===== config.mk =====
export PLATFORM = sky130hd
export DESIGN_NAME = lcd_seq_engine_flat
export DESIGN_NICKNAME = d
export VERILOG_FILES = /design/src/rtl/lcd_seq_engine_if.sv /design/src/rtl/lcd_seq_engine.sv /design/src/flat_wrapper.sv
export SDC_FILE = /design/constraint.sdc
export NUM_CORES = 1
export LEC_CHECK = 0
export ABC_AREA = 1
export CORE_UTILIZATION = 51
export CTS_BUF_LIST = sky130_fd_sc_hd__clkbuf_8 sky130_fd_sc_hd__clkbuf_16
export CTS_CLUSTER_SIZE = 20
export DETAILED_ROUTE_END_ITERATION = 16
export PLACE_DENSITY = 0.83
export SLEW_MARGIN = 10
export SYNTH_ARGS = -nofsm -noshare
export SYNTH_HDL_FRONTEND = slang
export SYNTH_SLANG_ARGS = --single-unit

===== constraint.sdc =====
create_clock -name clk -period 2.6 [get_ports clk]
set_input_delay 0.52 -clock clk [delete_from_list [all_inputs] [get_ports clk]]
set_output_delay 0.52 -clock clk [all_outputs]
set_load 0.03 [all_outputs]

===== src/rtl/lcd_seq_engine_if.sv =====
// lcd_seq_engine_if: window, pixel, fill and output word channels of lcd_seq_engine
interface lcd_seq_engine_if #(parameter int DATA_W = 16);
  logic win_valid, win_ready;
  logic [15:0] win_x0, win_x1, win_y0, win_y1;
  logic pix_valid, pix_ready;
  logic [DATA_W-1:0] pix_data;
  logic fill_valid, fill_ready;
  logic [DATA_W-1:0] fill_color;
  logic [19:0] fill_count;
  logic out_valid, out_ready, out_rs;
  logic [DATA_W-1:0] out_data;
  logic init_done, busy;
  modport master (
    output win_valid, win_x0, win_x1, win_y0, win_y1, pix_valid, pix_data,
           fill_valid, fill_color, fill_count, out_ready,
    input  win_ready, pix_ready, fill_ready, out_valid, out_rs, out_data, init_done, busy
  );
  modport slave (
    input  win_valid, win_x0, win_x1, win_y0, win_y1, pix_valid, pix_data,
           fill_valid, fill_color, fill_count, out_ready,
    output win_ready, pix_ready, fill_ready, out_valid, out_rs, out_data, init_done, busy
  );
endinterface


===== src/rtl/lcd_seq_engine.sv =====
// lcd_seq_engine: LCD init, window address, pixel FIFO drain and LCD_FILL_EN-gated solid-fill word sequencer
module lcd_seq_engine #(
  parameter int DATA_W = 16,
  parameter int FIFO_AW = 4,
  parameter int SPLIT_ADDR = 1
) (
  input logic clk,
  input logic reset,
  lcd_seq_engine_if.slave bus
);
  typedef enum logic [2:0] {
    INIT, IDLE, CASET, RASET, RAMWR, PIXEL
`ifdef LCD_FILL_EN
    , FILL
`endif
  } state_t;
  localparam logic [0:7][7:0] INIT_C = {8'h11, 8'h13, 8'h29, 8'h3A, 8'h05, 8'h36, 8'h00, 8'h00};
  localparam logic [3:0] ADDR_LAST = SPLIT_ADDR != 0 ? 4'd7 : 4'd4;
  state_t state_q, state_d;
  logic [3:0] idx_q, idx_d;
  logic init_done_q, init_done_d;
  logic [15:0] x0_q, x1_q, y0_q, y1_q;
  logic [DATA_W-1:0] mem_q [2**FIFO_AW];
  logic [FIFO_AW-1:0] wp_q, rp_q;
  logic [FIFO_AW:0] cnt_q;
  logic push, pop, xfer, win_acc, a_cmd, i_rs, valid, rs;
  logic [1:0] b;
  logic [31:0] a;
  logic [7:0] cc;
  logic [DATA_W-1:0] data, a_word, i_word;
  function automatic logic [DATA_W-1:0] cmd(input logic [7:0] c, input logic [1:0] n);
    return DATA_W == 16 ? DATA_W'({c, 6'd0, n}) : DATA_W'(c);
  endfunction
`ifdef LCD_FILL_EN
  logic fill_acc;
  logic [DATA_W-1:0] fcol_q;
  logic [19:0] fcnt_q;
  assign bus.fill_ready = !reset && state_q == IDLE && init_done_q && !(|cnt_q) && !bus.win_valid;
  assign fill_acc = bus.fill_valid && bus.fill_ready;
  always_ff @(posedge clk) begin
    if (fill_acc) begin
      fcol_q <= bus.fill_color;
      fcnt_q <= bus.fill_count;
    end else if (state_q == FILL && xfer) fcnt_q <= fcnt_q - 20'd1;
  end
`else
  logic unused_fill;
  assign unused_fill = ^{bus.fill_valid, bus.fill_color, bus.fill_count};
  assign bus.fill_ready = 1'b0;
`endif
  assign xfer = bus.out_valid && bus.out_ready;
  assign push = bus.pix_valid && bus.pix_ready;
  assign pop = state_q == PIXEL && xfer;
  assign bus.pix_ready = !cnt_q[FIFO_AW];
  assign bus.win_ready = !reset && state_q == IDLE && init_done_q && !(|cnt_q);
  assign win_acc = bus.win_valid && bus.win_ready;
  assign bus.init_done = !reset && init_done_q;
  assign bus.busy = reset || state_q != IDLE || |cnt_q || bus.out_valid;
  assign i_rs = idx_q == 4'd4 || idx_q == 4'd6;
  assign i_word = i_rs ? DATA_W'(INIT_C[idx_q[2:0]]) : cmd(INIT_C[idx_q[2:0]], 2'd0);
  assign a = state_q == CASET ? {x0_q, x1_q} : {y0_q, y1_q};
  assign cc = state_q == CASET ? 8'h2A : 8'h2B;
  assign a_cmd = SPLIT_ADDR != 0 ? !idx_q[0] : idx_q == 4'd0;
  assign b = SPLIT_ADDR != 0 ? idx_q[2:1] : 2'(idx_q - 4'd1);
  assign a_word = a_cmd ? cmd(cc, SPLIT_ADDR != 0 ? b : 2'd0) : DATA_W'(a[{~b, 3'b000} +: 8]);
  assign bus.out_valid = valid && !reset;
  assign bus.out_rs = rs && !reset;
  assign bus.out_data = reset ? '0 : data;
  always_comb begin
    valid = 1'b1;
    rs = 1'b1;
    data = mem_q[rp_q];
    case (state_q)
      INIT: begin
        rs = i_rs;
        data = i_word;
      end
      CASET, RASET: begin
        rs = !a_cmd;
        data = a_word;
      end
      RAMWR: begin
        rs = 1'b0;
        data = cmd(8'h2C, 2'd0);
      end
      PIXEL: valid = |cnt_q;
`ifdef LCD_FILL_EN
      FILL: data = fcol_q;
`endif
      default: valid = 1'b0;
    endcase
  end
  always_comb begin
    state_d = state_q;
    idx_d = idx_q;
    init_done_d = init_done_q;
    case (state_q)
      INIT: if (xfer) begin
        idx_d = idx_q == 4'd6 ? 4'd0 : idx_q + 4'd1;
        state_d = idx_q == 4'd6 ? IDLE : INIT;
        init_done_d = idx_q == 4'd6;
      end
      IDLE: begin
        state_d = init_done_q && |cnt_q ? PIXEL : win_acc ? CASET : IDLE;
`ifdef LCD_FILL_EN
        if (fill_acc && |bus.fill_count) state_d = FILL;
`endif
      end
      CASET, RASET: if (xfer) begin
        idx_d = idx_q == ADDR_LAST ? 4'd0 : idx_q + 4'd1;
        if (idx_q == ADDR_LAST) state_d = state_q == CASET ? RASET : RAMWR;
      end
      RAMWR: if (xfer) state_d = IDLE;
      PIXEL: if (!(|cnt_q)) state_d = IDLE;
`ifdef LCD_FILL_EN
      FILL: if (xfer && fcnt_q == 20'd1) state_d = IDLE;
`endif
      default: state_d = state_q;
    endcase
  end
  always_ff @(posedge clk) begin
    if (reset) begin
      state_q <= INIT;
      idx_q <= '0;
      init_done_q <= 1'b0;
      wp_q <= '0;
      rp_q <= '0;
      cnt_q <= '0;
    end else begin
      state_q <= state_d;
      idx_q <= idx_d;
      init_done_q <= init_done_d;
      wp_q <= wp_q + FIFO_AW'(push);
      rp_q <= rp_q + FIFO_AW'(pop);
      cnt_q <= cnt_q + (FIFO_AW + 1)'(push) - (FIFO_AW + 1)'(pop);
    end
  end
  always_ff @(posedge clk) begin
    if (push) mem_q[wp_q] <= bus.pix_data;
    if (win_acc) begin
      x0_q <= bus.win_x0;
      x1_q <= bus.win_x1;
      y0_q <= bus.win_y0;
      y1_q <= bus.win_y1;
    end
  end
endmodule

===== src/flat_wrapper.sv =====
// flat-port wrapper written by rule: the top's interface ports become plain ports
module lcd_seq_engine_flat 
#(
  parameter int DATA_W = 16,
  parameter int FIFO_AW = 4,
  parameter int SPLIT_ADDR = 1
)
  (clk, reset, bus_win_valid, bus_win_x0, bus_win_x1, bus_win_y0, bus_win_y1, bus_pix_valid, bus_pix_data, bus_fill_valid, bus_fill_color, bus_fill_count, bus_out_ready, bus_win_ready, bus_pix_ready, bus_fill_ready, bus_out_valid, bus_out_rs, bus_out_data, bus_init_done, bus_busy);
  lcd_seq_engine_if #(.DATA_W(DATA_W)) bus_i ();
  input logic clk;
  input logic reset;
  input wire logic [$bits(bus_i.win_valid)-1:0] bus_win_valid;
  input wire logic [$bits(bus_i.win_x0)-1:0] bus_win_x0;
  input wire logic [$bits(bus_i.win_x1)-1:0] bus_win_x1;
  input wire logic [$bits(bus_i.win_y0)-1:0] bus_win_y0;
  input wire logic [$bits(bus_i.win_y1)-1:0] bus_win_y1;
  input wire logic [$bits(bus_i.pix_valid)-1:0] bus_pix_valid;
  input wire logic [$bits(bus_i.pix_data)-1:0] bus_pix_data;
  input wire logic [$bits(bus_i.fill_valid)-1:0] bus_fill_valid;
  input wire logic [$bits(bus_i.fill_color)-1:0] bus_fill_color;
  input wire logic [$bits(bus_i.fill_count)-1:0] bus_fill_count;
  input wire logic [$bits(bus_i.out_ready)-1:0] bus_out_ready;
  output wire logic [$bits(bus_i.win_ready)-1:0] bus_win_ready;
  output wire logic [$bits(bus_i.pix_ready)-1:0] bus_pix_ready;
  output wire logic [$bits(bus_i.fill_ready)-1:0] bus_fill_ready;
  output wire logic [$bits(bus_i.out_valid)-1:0] bus_out_valid;
  output wire logic [$bits(bus_i.out_rs)-1:0] bus_out_rs;
  output wire logic [$bits(bus_i.out_data)-1:0] bus_out_data;
  output wire logic [$bits(bus_i.init_done)-1:0] bus_init_done;
  output wire logic [$bits(bus_i.busy)-1:0] bus_busy;
  assign bus_i.win_valid = bus_win_valid;
  assign bus_i.win_x0 = bus_win_x0;
  assign bus_i.win_x1 = bus_win_x1;
  assign bus_i.win_y0 = bus_win_y0;
  assign bus_i.win_y1 = bus_win_y1;
  assign bus_i.pix_valid = bus_pix_valid;
  assign bus_i.pix_data = bus_pix_data;
  assign bus_i.fill_valid = bus_fill_valid;
  assign bus_i.fill_color = bus_fill_color;
  assign bus_i.fill_count = bus_fill_count;
  assign bus_i.out_ready = bus_out_ready;
  assign bus_win_ready = bus_i.win_ready;
  assign bus_pix_ready = bus_i.pix_ready;
  assign bus_fill_ready = bus_i.fill_ready;
  assign bus_out_valid = bus_i.out_valid;
  assign bus_out_rs = bus_i.out_rs;
  assign bus_out_data = bus_i.out_data;
  assign bus_init_done = bus_i.init_done;
  assign bus_busy = bus_i.busy;
  lcd_seq_engine #(.DATA_W(DATA_W), .FIFO_AW(FIFO_AW), .SPLIT_ADDR(SPLIT_ADDR)) u_core (.clk(clk), .reset(reset), .bus(bus_i));
endmodule

==> summary.md <==
| Metric | Value |
|---|---|
| Finished Cell Area | `about 19000 um2` |
| Synth Instances | `1265` |
| Slowest-stage cell, CP | `dfxtp_2` |
| FF-to-FF path depth | `15` |
| WP data required | `2.08 ns` |
| Fraction of layout cells with a size suffix above 1 | `0.254` |
| Synth Warn # | `0` |
| Pwr dens | `692 nW/um2` |
| Clock Tree Buf Depth | `3` |
| Iteration-0 DRC count of the detailed router | `roughly 1900` |
| Delay-heaviest family, CP | `simple AND/OR/NAND/NOR gates` |
| Max-slew violations | `0` |
| Clock latency at the later pin of the worst-skew pair | `around 0.53 ns` |
| Final ANT Viol Nets | `0` |
| CTS Sinks | `~340` |
| HP Class | `flip-flop to flip-flop` |
| Clock transition at path regs | `around 0.06 ns` |
| Final worst slack | `-0.322 ns` |
| Hold Slack | `0.528 ns` |
| DP Area | `16300 um2` |
| Starting density of the core | `0.525` |
| Initial DRT Pass Iterations | `9` |
| Status | `finished with violations` |
| Crit Path Class | `flip-flop to primary output` |
| Max H-tree Level | `2` |
| GPL Wtd Cong | `~0.86` |
| Hold path depth | `2` |
| GRT overflow | `0` |
| CORE AREA | `roughly 27000 um2` |
| Nets@finish | `1596` |
| Lkg Pwr | `~7.0 nW` |
| Pin count of the biggest net entering global routing | `45` |
| Levels on crit path | `13` |
| Cts hold-fix bufs | `0` |
| Slew @ Worst Pin | `around 0.64 ns` |
| Hold Vio Cnt, Final | `0` |
| Mean routed wirelength per cell | `25.6 um` |
| Num rows | `60` |
| Crit share post-route | `1.12` |
| Area taken by flip-flops and latches | `roughly 10000 um2` |
| Crit-path cells | `buf_8, nor2_4, inv_4, buf_12, o22ai_2, nor2_1, nand2_1, nand2_1, nand2_1, nand2_2, nand2_2, nand2_2, buf_6` |
| Total GRT Usage | `0.317` |
| Max Cap Violations | `0` |
| TritonCTS clock tree | `yes` |
| Die Footprint | `about 29000 um2` |
| Critical Path AT | `between 2 and 2.5 ns` |
| CP endpoint kind | `primary output` |
| Violations in the final reports | `setup timing` |
| # setup viols final | `16` |
| WP buf/inv | `4` |
| Crit path max fanout | `8` |
| Top_reg_cell synth | `edfxtp_1` |
| Initial antenna violation count | `0` |
| Num CTS Buffers | `35` |
| Top-Level Pins | `145` |
| DRC | `0` |
| Final Critical Period | `between 2 and 3 ns` |
| Max Fclk | `0.342 GHz` |
| CTS root buf | `clkbuf_16` |
| Final Util | `0.698` |
| Die H | `169 um` |
| Final wirelength | `47600 um` |
| Diode count | `0` |
| Drt via density | `around 6.3` |
| Worst path max stage delay | `about 0.36 ns` |
| Mapped Avg Cell Area | `approximately 11 um2` |
| Syn_nets | `1401` |
| First-pass GRT wire length | `about 67000 um` |
| DR vias | `roughly 12000` |
| Area growth from synthesis to layout | `32.8%` |
| Worst Skew | `0.0185 ns` |
| CP startpoint kind | `flip-flop` |
| Mapped cell area | `about 14000 um2` |
| Post-DP HPWL | `roughly 24000 um` |
| Slew HR | `0.569` |
| DIE WIDTH | `roughly 170 um` |
| Post-synth ARST share | `0` |
| Fillers | `approximately 1600` |
| Worst vdd ir | `between 600 and 700 uV` |
| Post-synthesis sequential area ratio | `0.703` |
| Unrepaired setup endpoints after global routing | `yes` |
| IO buf count | `about 110` |
| Post-synth EDFFs | `between 300 and 400` |
| Vias in the first global route | `about 12000` |
| Multi-input logic area | `around 4500 um2` |
| Cell variety after synth | `39` |
| Synth Register Bits | `341` |
cell families (layout without fill, tap and decap cells):
| group | count (synthesis) | count (layout) | synth area share |
|---|---|---|---|
| buffers and inverters | 114 | 336 | 0.0351 |
| XOR/XNOR | 5 | 5 | 0.00307 |
| adder cells (fa/ha/maj) | 14 | 14 | 0.0128 |
| flip-flops | 341 | 341 | 0.703 |
| AND/OR/NAND/NOR | 666 | 666 | 0.198 |
| AO/OA/AOI/OAI | 124 | 124 | 0.0478 |
| other | 1 | 1 | 0.000263 |
flip-flops by register name, summed over array words and instances (netlist names):
register / flops
u_core.cnt_q: 5
u_core.idx_q: 4
u_core.init_done_q: 1
u_core.mem_q: 256
u_core.rp_q: 4
u_core.state_q: 3
u_core.wp_q: 4
u_core.x0_q: 16
u_core.x1_q: 16
u_core.y0_q: 16
u_core.y1_q: 16
timing repair:
item,CTS,global route
endpoints found under the setup margin,16,18
pin swaps,59,36
cloned,13,3
setup buffers,22,10
resized for setup,182,59
per-stage QoR:
stage                     power, mW  setup WS [ns]  std cells  TNS, ns
after floorplan                7.11          0.104       1265        0
after global placement         7.73         0.0166       1750        0
after detailed placement       7.78        -0.0287       1750  -0.0287
after CTS                      12.8        -0.0789       1849   -0.688
after global routing           13.4         -0.377       1859    -3.46
final                          13.1         -0.322       1859    -2.59
worst register-to-register path: stages (launching register included):
cell     delay (ns)
dfxtp_1        0.35
inv_1          0.07
ha_1           0.20
inv_1          0.05
nor2_1         0.04
nand2_1        0.11
nand2_2        0.10
nand2_2        0.09
nand4_2        0.12
or2_4          0.26
buf_4          0.14
fa_2           0.34
a21oi_2        0.12
o21ai_1        0.08
o21ai_1        0.12
a21oi_1        0.05
cell usage after synthesis (all sizes together) (2+ instances only):
cell | instances | area, um2
o21ai | 45 | 225
inv | 51 | 191
o22ai | 15 | 93.8
nand3 | 184 | 926
nor3 | 5 | 36.3
a31oi | 2 | 12.5
a21oi | 50 | 258
nand4 | 6 | 43.8
clkbuf | 16 | 60.1
ha | 13 | 163
xor2 | 2 | 17.5
a22oi | 7 | 52.6
edfxtp | 320 | 9610
buf | 46 | 245
o221ai | 2 | 17.5
dfxtp | 21 | 420
xnor2 | 3 | 26.3
o211ai | 3 | 22.5
nor2 | 117 | 462
nand2 | 351 | 1340
cell usage in the layout, fill, tap and decap left out, drive strengths merged, types with 6 or more instances in the layout:
master	instances
nand3	184
o22ai	15
a21oi	50
ha	13
nor2	117
a22oi	7
nand2	351
clkdlybuf4s50	85
inv	55
clkinv	17
o21ai	45
buf	131
clkbuf	42
dfxtp	21
nand4	6
edfxtp	320
final timing paths:
check	slack (ns)	to	startpoint
hold reg to reg	0.53	u_core.state_q[0]	u_core.state_q[0]
setup / recovery	-0.32	bus_out_data[0]	u_core.idx_q[1]
setup reg to reg	0.25	u_core.cnt_q[4]	u_core.cnt_q[2]
hold / removal	0.53	u_core.state_q[0]	u_core.state_q[0]
area by class of cell:
class / instances / share of cell area
sequential: 341 / 0.530
multi-input combinational: 810 / 0.236
timing repair buffer: 219 / 0.137
clock buffer: 39 / 0.0497
tap: 372 / 0.0246
inverter: 52 / 0.0120
clock inverter: 25 / 0.0102
timing repair inverter: 1 / 0.000462
power by group:
group,switching [mW],internal [mW],leakage [nW]
clock,2.17,2.83,0.582
sequential,0.0902,6.16,3.06
combinational,1.15,0.718,3.34
metal layers:
layer / share of wire / GRT usage
met5: 0 / 0
met4: 0.074 / 0.183
met3: 0.13 / 0.0828
met2: 0.47 / 0.517
met1: 0.33 / 0.382
Power figures use the tool's default switching activity.
